--- src/rtl/rvcpu_pkg.sv ---
// rtl/rvcpu_pkg.sv - shared types, funct3 encodings and helpers for the memory stage
//
// Contents:
//   Width        default datapath / address width
//   F3_*         RISC-V load/store funct3 encodings
//   mem_op_t     {store, funct3} memory operation
//   mem_state_t  memory-stage FSM states (IDLE, REQ, RESP, HOLD)
//   mem_size_t   decoded access size
//   stage_ex_t   EX -> MEM payload
//   stage_mem_t  MEM -> WB payload
//   mem_size()   funct3 -> access size (reserved encodings map to word)
//   misaligned() true when an access is not naturally aligned
package rvcpu;

    localparam int Width = 32;

    localparam logic [2:0] F3_B  = 3'b000;
    localparam logic [2:0] F3_H  = 3'b001;
    localparam logic [2:0] F3_W  = 3'b010;
    localparam logic [2:0] F3_BU = 3'b100;
    localparam logic [2:0] F3_HU = 3'b101;

    typedef struct packed {
        logic       store;
        logic [2:0] funct3;
    } mem_op_t;

    typedef enum logic [1:0] {
        IDLE = 2'd0,
        REQ  = 2'd1,
        RESP = 2'd2,
        HOLD = 2'd3
    } mem_state_t;

    typedef enum logic [1:0] {
        SIZE_B = 2'd0,
        SIZE_H = 2'd1,
        SIZE_W = 2'd2
    } mem_size_t;

    typedef struct packed {
        logic [Width-1:0] pc;
        logic [Width-1:0] data;
        logic [4:0]       rd;
        logic             rd_valid;
        logic             is_mem;
        mem_op_t          op;
        logic [Width-1:0] addr;
    } stage_ex_t;

    typedef struct packed {
        logic [Width-1:0] pc;
        logic [4:0]       rd;
        logic             rd_valid;
        logic [Width-1:0] data;
    } stage_mem_t;

    // Signedness lives in funct3[2]; only the size matters here, so the
    // reserved encodings (011, 110, 111) fall through to a full word.
    function automatic mem_size_t mem_size(input logic [2:0] funct3);
        case (funct3)
            F3_B, F3_BU: return SIZE_B;
            F3_H, F3_HU: return SIZE_H;
            default:     return SIZE_W;
        endcase
    endfunction

    function automatic logic misaligned(input logic [2:0] funct3, input logic [1:0] addr_lo);
        case (mem_size(funct3))
            SIZE_B:  return 1'b0;
            SIZE_H:  return addr_lo[0];
            default: return addr_lo != 2'b00;
        endcase
    endfunction

endpackage

--- src/rtl/stage_mem_align.sv ---
// rtl/stage_mem_align.sv - combinational store lane/byte-enable generation and load extract/extend
//
// Module mem_align, parameter Width (bus width in bits).
// Ports:
//   funct3     in   access size / signedness
//   addr_lo    in   byte offset within the bus word
//   wdata      in   store data (value in the low lanes)
//   wdata_lane out  store data replicated across all lanes
//   be         out  store byte enables
//   rdata      in   raw bus word returned by a load
//   rdata_ext  out  selected and sign/zero-extended load value
// Low offset bits that would break natural alignment are ignored, so a
// misaligned request is silently truncated to its aligned container.
module mem_align
    import rvcpu::*;
#(
    parameter int Width = rvcpu::Width
) (
    input  logic [2:0]         funct3,
    input  logic [1:0]         addr_lo,
    input  logic [Width-1:0]   wdata,
    output logic [Width-1:0]   wdata_lane,
    output logic [Width/8-1:0] be,
    input  logic [Width-1:0]   rdata,
    output logic [Width-1:0]   rdata_ext
);

    localparam logic [Width/8-1:0] BE_B = {{(Width/8-1){1'b0}}, 1'b1};
    localparam logic [Width/8-1:0] BE_H = {{(Width/8-2){1'b0}}, 2'b11};

    logic [7:0]  byte_v;
    logic [15:0] half_v;

    always_comb begin
        wdata_lane = wdata;
        be         = '1;
        rdata_ext  = rdata;
        byte_v     = rdata[{addr_lo, 3'b000} +: 8];
        half_v     = rdata[{addr_lo[1], 4'b0000} +: 16];

        case (mem_size(funct3))
            SIZE_B: begin
                wdata_lane = {(Width/8){wdata[7:0]}};
                be         = BE_B << addr_lo;
                rdata_ext  = funct3[2] ? {{(Width-8){1'b0}}, byte_v}
                                       : {{(Width-8){byte_v[7]}}, byte_v};
            end
            SIZE_H: begin
                wdata_lane = {(Width/16){wdata[15:0]}};
                be         = BE_H << {addr_lo[1], 1'b0};
                rdata_ext  = funct3[2] ? {{(Width-16){1'b0}}, half_v}
                                       : {{(Width-16){half_v[15]}}, half_v};
            end
            default: begin
                wdata_lane = wdata;
                be         = '1;
                rdata_ext  = rdata;
            end
        endcase
    end

endmodule

--- src/rtl/stage_mem.sv ---
// rtl/stage_mem.sv - pipeline memory stage: ALU pass-through, load/store data-bus master
//
// Optional feature: define RVCPU_MISALIGN_TRAP_EN to trap misaligned halfword/word
// accesses instead of truncating the address to natural alignment.
// Ports:
//   clk, rst                 clock, asynchronous active-high reset
//   in, in_valid, in_ready   EX result handshake (accepted only in IDLE)
//   dbus_req/we/addr/wdata/be  data-bus request, held until dbus_gnt
//   dbus_gnt                 request accepted
//   dbus_rvalid, dbus_rdata  load response
//   out, out_valid, out_ready  WB handshake
//   trap                     misaligned access flag, valid with out_valid
module stage_mem
    import rvcpu::*;
#(
    parameter int Width = rvcpu::Width
) (
    input  logic                clk,
    input  logic                rst,
    input  rvcpu::stage_ex_t    in,
    input  logic                in_valid,
    output logic                in_ready,
    output logic                dbus_req,
    output logic                dbus_we,
    output logic [Width-1:0]    dbus_addr,
    output logic [Width-1:0]    dbus_wdata,
    output logic [Width/8-1:0]  dbus_be,
    input  logic                dbus_gnt,
    input  logic                dbus_rvalid,
    input  logic [Width-1:0]    dbus_rdata,
    output rvcpu::stage_mem_t   out,
    output logic                out_valid,
    input  logic                out_ready,
    output logic                trap
);

    mem_state_t       state;
    mem_state_t       state_next;

    mem_op_t          op_q;
    logic [Width-1:0] addr_q;
    logic [Width-1:0] data_q;
    logic             rd_valid_q;
    stage_mem_t       out_q;

    logic [Width-1:0] rdata_ext;
    logic             in_mis;

`ifdef RVCPU_MISALIGN_TRAP_EN
    logic trap_q;
    assign in_mis = in.is_mem && misaligned(in.op.funct3, in.addr[1:0]);
    assign trap   = trap_q;
`else
    assign in_mis = 1'b0;
    assign trap   = 1'b0;
`endif

    always_ff @(posedge clk or posedge rst) begin
        if (rst) begin
            state <= IDLE;
        end else begin
            state <= state_next;
        end
    end

    always_comb begin
        state_next = state;
        case (state)
            IDLE: begin
                if (in_valid) begin
                    if (!in.is_mem || in_mis) begin
                        state_next = HOLD;
                    end else begin
                        state_next = REQ;
                    end
                end
            end
            REQ: begin
                if (dbus_gnt) begin
                    state_next = op_q.store ? HOLD : RESP;
                end
            end
            RESP: begin
                if (dbus_rvalid) begin
                    state_next = HOLD;
                end
            end
            HOLD: begin
                if (out_ready) begin
                    state_next = IDLE;
                end
            end
            default: state_next = IDLE;
        endcase
    end

    // Memory ops start with rd_valid cleared: stores and trapped accesses
    // never write back, and a load only sets it when its data arrives.
    always_ff @(posedge clk or posedge rst) begin
        if (rst) begin
            op_q       <= '0;
            addr_q     <= '0;
            data_q     <= '0;
            rd_valid_q <= 1'b0;
            out_q      <= '0;
`ifdef RVCPU_MISALIGN_TRAP_EN
            trap_q     <= 1'b0;
`endif
        end else begin
            case (state)
                IDLE: begin
                    if (in_valid) begin
                        op_q           <= in.op;
                        addr_q         <= in.addr;
                        data_q         <= in.data;
                        rd_valid_q     <= in.rd_valid;
                        out_q.pc       <= in.pc;
                        out_q.rd       <= in.rd;
                        out_q.data     <= in.data;
                        out_q.rd_valid <= in.is_mem ? 1'b0 : in.rd_valid;
`ifdef RVCPU_MISALIGN_TRAP_EN
                        trap_q         <= in_mis;
`endif
                    end
                end
                RESP: begin
                    if (dbus_rvalid) begin
                        out_q.data     <= rdata_ext;
                        out_q.rd_valid <= rd_valid_q;
                    end
                end
                default: begin
                end
            endcase
        end
    end

    mem_align #(
        .Width (Width)
    ) u_align (
        .funct3     (op_q.funct3),
        .addr_lo    (addr_q[1:0]),
        .wdata      (data_q),
        .wdata_lane (dbus_wdata),
        .be         (dbus_be),
        .rdata      (dbus_rdata),
        .rdata_ext  (rdata_ext)
    );

    assign in_ready  = (state == IDLE);
    assign dbus_req  = (state == REQ);
    assign dbus_we   = dbus_req & op_q.store;
    assign dbus_addr = {addr_q[Width-1:2], 2'b00};
    assign out_valid = (state == HOLD);
    assign out       = out_q;

endmodule

--- config.mk ---
export PLATFORM = sky130hd
export DESIGN_NAME = stage_mem
export DESIGN_NICKNAME = d
export VERILOG_FILES = /design/src/rtl/rvcpu_pkg.sv /design/src/rtl/stage_mem_align.sv /design/src/rtl/stage_mem.sv
export SDC_FILE = /design/constraint.sdc
export NUM_CORES = 1
export LEC_CHECK = 0
export CORE_MARGIN = 2
export CORE_UTILIZATION = 43
export CTS_BUF_LIST = sky130_fd_sc_hd__clkbuf_4 sky130_fd_sc_hd__clkbuf_8
export DETAILED_ROUTE_END_ITERATION = 12
export GPL_TIMING_DRIVEN = 0
export PLACE_DENSITY = 0.79
export REMOVE_ABC_BUFFERS = 1
export SYNTH_ARGS = -nofsm -noshare
export SYNTH_HDL_FRONTEND = slang
export SYNTH_SLANG_ARGS = --single-unit
--- constraint.sdc ---
create_clock -name clk -period 16.3 [get_ports clk]
set_input_delay 4.89 -clock clk [delete_from_list [all_inputs] [get_ports clk]]
set_output_delay 4.89 -clock clk [all_outputs]
set_load 0.005 [all_outputs]
# Word-level counts from Yosys, hierarchy flattened
# Index checks and enable logic that the tools add are counted.
# totals
regBits	141
in_bits	145
output_inout_bits	143
# op_classes
n_eq_ne	11
n_shift	4
n_mux	17
n_bitwise	1
reduce_logical	9
# ops
cell	count
$pmux W32 S2	2
$mux W33	2
$pmux W33 S2	1
$mux W32	2
$shiftx A32 B6 Y16	1
$shiftx A32 B6 Y8	1
$mux W2	5
$pmux W2 S4	1
$pmux W4 S2	1
$eq A3 B3 Y1 const B	2
$eq A2 B1 Y1 const B	2
$eq A2 B2 Y1 const B	2
$logic_not A2 Y1	2
$ne A2 B1 Y1 const B	2
$ne A2 B2 Y1 const B	2
$pmux W2 S2	1
$reduce_and A4 Y1	1
$reduce_or A2 Y1	2
$shl A1 B2 Y4 const A	1
$shl A2 B2 Y4 const A	1
$eq A3 B1 Y1 const B	1
$logic_not A3 Y1	1
$reduce_and A3 Y1	1
$mux W1	2
3 further kinds	3

# Depth between registers and ports, before layout
# Gate-level depths: netlist (run 1).
# depth
word_depth	7
ltp_mapped	9
mapped_depth_nobuf	6

# Hierarchy
# A second synthesis (run 1) with hierarchy kept.
# unflattened
hier_cells	617
area_unflattened_um2	7194.4
# by_module_without_submodules
mod	instances	cells_each	area_per_inst_um2
stage_mem	1	428	5931.9
mem_align	1	189	1262.5

# Worst setup path after synthesis (run 1)
# OpenSTA, ideal clock, no wires.
# synth_timing
path_kind	register -> output
from	reg op_q[1] (netlist bit)
to	out dbus_wdata[10]
arrival_time_ps	1263
required_ps	11410
slack_ps	10147
path_stages_with_launch	4
cell_sequence	dfrtp_1 -> buf_2 -> nor2_2 -> mux2_2
# synth_via
elab_chain_cells	5
word_cells_on_any_way	10
cone_classes	4 x eq/ne; 2 x mux; 4 x reduce/logical
# synth_rtl
item	line_no	text
start: declaration	stage_mem.sv:40	mem_op_t op_q;
start signal: assignment	stage_mem.sv:113	op_q <= in.op;
$eq A3 B1 Y1, or another cell as far along	rvcpu_pkg.sv:61	case (funct3)
$reduce_or A2 Y1	rvcpu_pkg.sv:61	
$pmux W2 S2 *	rvcpu_pkg.sv:61	
$eq A2 B1 Y1 / $logic_not A2 Y1 (equally long branches)	stage_mem_align.sv:41	case (mem_size(funct3))
$pmux W32 S2 *	stage_mem_align.sv:41	
end: declaration	stage_mem.sv:26	output logic [Width-1:0] dbus_wdata,
# Mark *: on every way between the ends. The rest lies on a longest branch, timed or not.

# Final worst setup path (run 1)
# Ends and elaborated chain as after synthesis.

==> results of run 1 <==
[final timing paths]
kind / start / endpoint / slack (ps) / depth (start not counted)
max in group asynchronous: rst / out[32] / 10590 / 3
worst min-delay path: data_q[30] / data_q[30] / 490 / 2
worst max register to register: state[0] / out[27] / 12810 / 5
worst min register to register: data_q[30] / data_q[30] / 490 / 2
worst max-delay path: op_q[1] / dbus_wdata[10] / 8570 / 3
min in group asynchronous: rst / addr_q[14] / 4880 / 2
[final cells by class]
cell class	count	area [um2]
well taps	220	275.3
inverters	16	65.06
clock inverters	11	131.4
multi-input cells	379	3131
flip-flops and latches	141	3531
repair buffers	287	2918
diodes	1	2.502
clock buffers	21	276.5
fillers	1344	6195
[through the flow]
stage          std cells  power (mW)  utilization (%)  cell area (um2)
6_report            1076       2.062            62.51            10330
5_1_grt             1075       2.202            62.50            10330
4_1_cts             1075       2.087            62.49            10330
3_5_place_dp        1043       1.786            60.02             9918
3_3_place_gp        1040       1.767            59.43             9821
2_1_floorplan        536       1.184                -             6703
[registers in the layout, indices dropped and copies added (netlist names)]
register / count
addr_q: 32
state: 2
rd_valid_q: 1
out: 70
data_q: 32
op_q: 4
[routing by layer]
| layer | global-route usage (%) | wire length [um] |
|---|---|---|
| met1 | 29.64 | 8535 |
| met2 | 40.09 | 10480 |
| met3 | 9.184 | 2085 |
| met4 | 7.683 | 389 |
| met5 | 0 | 0 |
[worst max-delay path: cells and delay by family (launching register included)]
family,cells,cell delay [ps]
flip-flops,1,720
AND/OR/NAND/NOR,1,770
multiplexers,1,410
buffers and inverters,1,470
[power breakdown]
part           switching [mW]  internal [mW]  total [mW]
Clock                   0.141          0.149       0.290
Sequential              0.157          0.528       0.686
Combinational           0.423          0.663        1.09
[cell families (layout without fill, tap and decap cells)]
| kind of cell | count (synthesis) | count (layout) |
|---|---|---|
| other | 1 | 4 |
| AOI/OAI and AO/OA | 141 | 141 |
| DFF | 141 | 141 |
| adders and majority gates | 5 | 5 |
| buffers and inverters | 103 | 335 |
| and+or+nand+nor | 87 | 87 |
| muxes | 143 | 143 |
[cells in the final DEF (no fill, tap or decap), types with 3 or more instances in the layout]
master / n
a21oi_1: 21
a221oi_1: 15
a22o_1: 10
a22oi_1: 7
a2bb2oi_1: 5
a31oi_1: 3
clkbuf_8: 19
clkdlybuf4s50_1: 284
clkinvlp_4: 3
conb_1: 3
dfrtp_1: 139
ha_1: 4
inv_1: 15
inv_6: 4
mux2_2: 118
mux2i_1: 23
nand2_1: 36
nand2b_1: 3
nand3_1: 4
nor2_1: 23
nor2b_1: 5
o211ai_1: 5
o21ai_0: 16
o21bai_1: 5
o22a_1: 15
o22ai_1: 26
o31ai_1: 3
or3_1: 5
==> impl_results.md, run 1 <==
- Final hold slack: 486.7 ps
- Num Clock Sinks: 141
- Worst-Skew Late Latency: 450 ps
- Die Y: 133.9 um
- DRT iter0 DRCs: 273
- CP peak stage delay: 770 ps
- Min-Delay Path Class: reg -> reg
- Synth Area in Simple Gates: 5.585%
- Outcome: completed
- Die X: 133.9 um
- Fraction of layout cells with a size suffix above 1: 19.65%
- Arrival time worst endpoint: 2840 ps
- Leakage: 4.181 nW
- F_max: 129.4 MHz
- Post-layout min period: 7727 ps
- Worst-path maximum fanout: 42
- Dpl ws: 8613 ps
- Top cells by area, synth: dfrtp_1 (49%), mux2_2 (18%), buf_4 (4.7%), mux2i_1 (3.2%), o22ai_1 (2.2%)
- Post-CTS Resized: 0
- Main combinational cell family by area after synthesis: multiplexers
- Final max-slew violation count: 0
- CTS Buffer Depth: 2
- First-pass GRT wire length: 33380 um
- CP endpoint kind: output port
- # hold bufs at CTS: 0
- Area Growth Syn to Fin: 42.32%
- Number of setup buffers added after CTS: 0
- Core area: 16520 um2
- Port bufs: 284
- Worst slew pin tran: 1233 ps
- CP Cell Sequence: nor2_2, mux2_2, clkdlybuf4s50_1
- Mapped Avg Cell Area: 11.69 um2
- Final WL: 21490 um
- Starting density of the core: 43.92%
- IO Count: 288
- Final setup TNS: 0 ps
- Setup violators final: 0
- GP Congestion: 0.7352
- PwrDens: 199.6 nW/um2
- Root Driver: clkbuf_8
- Sequential area share after synthesis: 48.61%
- Post-route clock period utilization: 47.41%
- Synthesis Warnings: 0
- Top FF cell, synth: dfrtp_1
- Routed vias: 5629
- Crit-path slowest cell: nor2_2
- Setup Skew: 11.56 ps
- GRT Total Usage: 24.33%
- Synthesized flop and latch total: 141
- Final Hold Vio Count: 0
- Vias in the first global route: 5815
- Vias per cell: 5.231
- Clock tree from TritonCTS: done
- Nets@finish: 992
- Most frequent cell after synthesis: dfrtp_1
- WS Path Type: reg -> out
- Post-synth top area cell: dfrtp_1
- Antenna Violating Nets Remaining: 0
- Post-synthesis cell count: 621
- TritonRoute pass-1 iters: 7
- Post-synthesis xor/xnor area fraction: 0%
- Initial antenna violation count: 1
- Cell Area, Synth: 7258 um2
- Hpwl dp: 14830 um
- Post-synth EDFFs: 0
- DRC Markers: 0
- # rows: 47
- H-tree depth: 4
- Max-cap violations: 0
- GR Overflow Total: 0
- Peak supply drop: 0.09333 mV
- Area share of the largest cell type after synthesis: 48.61%
- Count of unique library cells instantiated by Yosys: 46
- Compound-Gate Fraction of Synth Area: 14.20%
- Largest net degree at the start of global routing: 97
- Startpoint types: flip-flop
- Unrepaired setup endpoints after global routing: false
- WL/cell: 19.97 um
- Async SR Flop Fraction: 100.0%
- Post-Synth Adder-Cell Area: 0.8619%
- Worst slew margin: 17.80%
- Die Footprint: 17930 um2
- Worst Slack Setup Final: 8573 ps
- CTS Buf Count: 17
- Data required time of the worst path: 11410 ps
- Post-synthesis mux area share: 22.10%
- Commonest cells post-synth: dfrtp_1 (141), mux2_2 (118), buf_4 (45)
- Clock transition at path regs: 80 ps
Power figures use the tool's default switching activity.
==> run 2: changes to the inputs <==
clock period = 8.03 ns   (was 16.3 ns; I/O delays follow)
==> results of run 2 <==
Same layout as run 1 (identical final DEF). Status: completed.
Main changes from that run: setup slack after placement 8613 ps -> 2824 ps; setup slack after layout 8573 ps -> 2784 ps; register-to-register setup slack 12810 ps -> 4540 ps; total power 2.062 mW -> 4.186 mW; worst IR drop on VDD 0.09333 mV -> 0.1895 mV
==> run 3: changes to the inputs <==
CORE_UTILIZATION = 41   (was 43)
clock period = 4.75 ns   (was 8.03 ns; I/O delays follow)
==> run 3 against run 2 <==
Against the previous run: critical path depth grew 1; flip-flop and latch count is the same; utilization shrank 2.7 points.
==> impl_results.md, run 3 (synthesis results as in run 1) <==
- Setup violators final: 0
- Vias in the first global route: 5854
- Setup Skew: 15.06 ps
- CP endpoint kind: output port
- Antenna Violating Nets Remaining: 0
- WL/cell: 20.05 um
- IO Count: 288
- Largest delay share family, worst path: buffers and inverters
- Area Growth Syn to Fin: 42.60%
- Startpoint types: flip-flop
- CP peak stage delay: 730 ps
- R2R Path Start: state[0]
- Crit Reg-Reg Endpoint: out[28]
- Worst R2R Path Depth: 5
- Largest net degree at the start of global routing: 91
- Leakage: 4.197 nW
- Num Clock Sinks: 141
- Peak supply drop: 0.3192 mV
- Routed vias: 5804
- # rows: 48
- Crit. Startpoint: op_q[1]
- Post-route clock period utilization: 93.99%
- CP endpoint: dbus_wdata[11]
- Clock transition at path regs: 80 ps
- DRC Markers: 0
- Hpwl dp: 15240 um
- H-tree depth: 4
- Post-CTS Resized: 0
- Starting density of the core: 41.96%
- WS Path Type: reg -> out
- # hold bufs at CTS: 0
- Die Footprint: 18780 um2
- GR Overflow Total: 0
- Initial antenna violation count: 2
- Commonest non-fill, non-tap cell in the layout: clkdlybuf4s50_1
- Crit-path slowest cell: nor2_2
- Core area: 17300 um2
- PwrDens: 691.4 nW/um2
- Worst-Skew Late Latency: 450 ps
- Arrival time worst endpoint: 3040 ps
- TritonRoute pass-1 iters: 4
- Number of setup buffers added after CTS: 0
- CP Cell Sequence: buf_12, nor2_2, mux2_2, clkdlybuf4s50_1
- GP Congestion: 0.7531
- Final max-slew violation count: 0
- Final setup TNS: 0 ps
- Clock tree from TritonCTS: done
- Design area: 10350 um2
- Unrepaired setup endpoints after global routing: false
- Nets@finish: 992
- Inserted Diodes: 0
- CTS Buffer Depth: 2
- Root Driver: clkbuf_8
- Worst slew margin: 15.96%
- Most frequent cells in the layout: clkdlybuf4s50_1 (284), dfrtp_1 (139), mux2_2 (118), nand2_1 (36), o22ai_1 (26)
- Max reg flops: 70
- GRT Total Usage: 22.95%
- Levels on crit path: 4
- Die X: 137.1 um
- Worst-path maximum fanout: 49
- Filler instances: 1458
- Buf+Inv Stages, Crit Path: 2
- Port bufs: 284
- Min-Delay Path Class: reg -> reg
- Post-layout min period: 4465 ps
- Final WL: 21660 um
- Final hold slack: 488.2 ps
- F_max: 224.0 MHz
- DRT iter0 DRCs: 238
- Max-cap violations: 0
- Outcome: completed
- Worst slew pin tran: 1261 ps
- Data required time of the worst path: 3320 ps
- First-pass GRT wire length: 32550 um
- R2r setup slk: 1250 ps
- Total power: 7.156 mW
- Placed cell areas: 9925 um2
- Die Y: 137.1 um
- Fraction of layout cells with a size suffix above 1: 19.65%
- CTS Buf Count: 17
- Vias per cell: 5.374
- Final Hold Vio Count: 0
==> run 3: worst min-delay path by stage <==
stage	from	to	slack (ps)	cells after the start
floorplan	data_q[29]	data_q[29]	450	2
global placement	data_q[29]	data_q[29]	460	2
detailed placement	data_q[31]	data_q[31]	480	2
CTS	data_q[31]	data_q[31]	490	2
global route	out[60]	out[60]	520	1
finish	data_q[31]	data_q[31]	490	2
==> run 3: cell type report <==
class | count | area, um2 | area share (%)
repair buffers | 287 | 2918 | 28.19
clock buffers | 18 | 241.5 | 2.333
clock inverters | 14 | 182.7 | 1.765
multi-input cells | 379 | 3131 | 30.25
well taps | 225 | 281.5 | 2.720
flip-flops and latches | 141 | 3531 | 34.12
inverters | 16 | 65.06 | 0.6286
==> run 3: report_power, final <==
| group | internal [mW] | switching, mW |
|---|---|---|
| sequential | 1.81 | 0.529 |
| clock | 0.539 | 0.525 |
| combinational | 2.28 | 1.47 |
| total | 4.63 | 2.53 |
==> run 3: metal layers <==
metal	share of wire, %	vias up	GRT usage (%)
met4	2.3	4	8.190
met3	9.6	40	8.741
li1	-	2655	-
met1	41	2860	28.43
met2	47	245	36.57
met5	0.12	-	0
==> run 3: stage by stage <==
stage,util [%],setup WS [ps],cells
2_1_floorplan,-,-456.2,536
3_3_place_gp,56.81,-2633,1045
3_5_place_dp,57.38,583.7,1048
4_1_cts,59.83,19.36,1080
5_1_grt,59.84,179.9,1080
6_report,59.84,285.3,1080
==> run 3: tightest hold or removal path: cells and delay by family (launching register included) <==
| family | cells | cell delay (ps) |
|---|---|---|
| DFF | 1 | 350 |
| AOI/OAI and AO/OA | 1 | 60 |
| and+or+nand+nor | 1 | 40 |
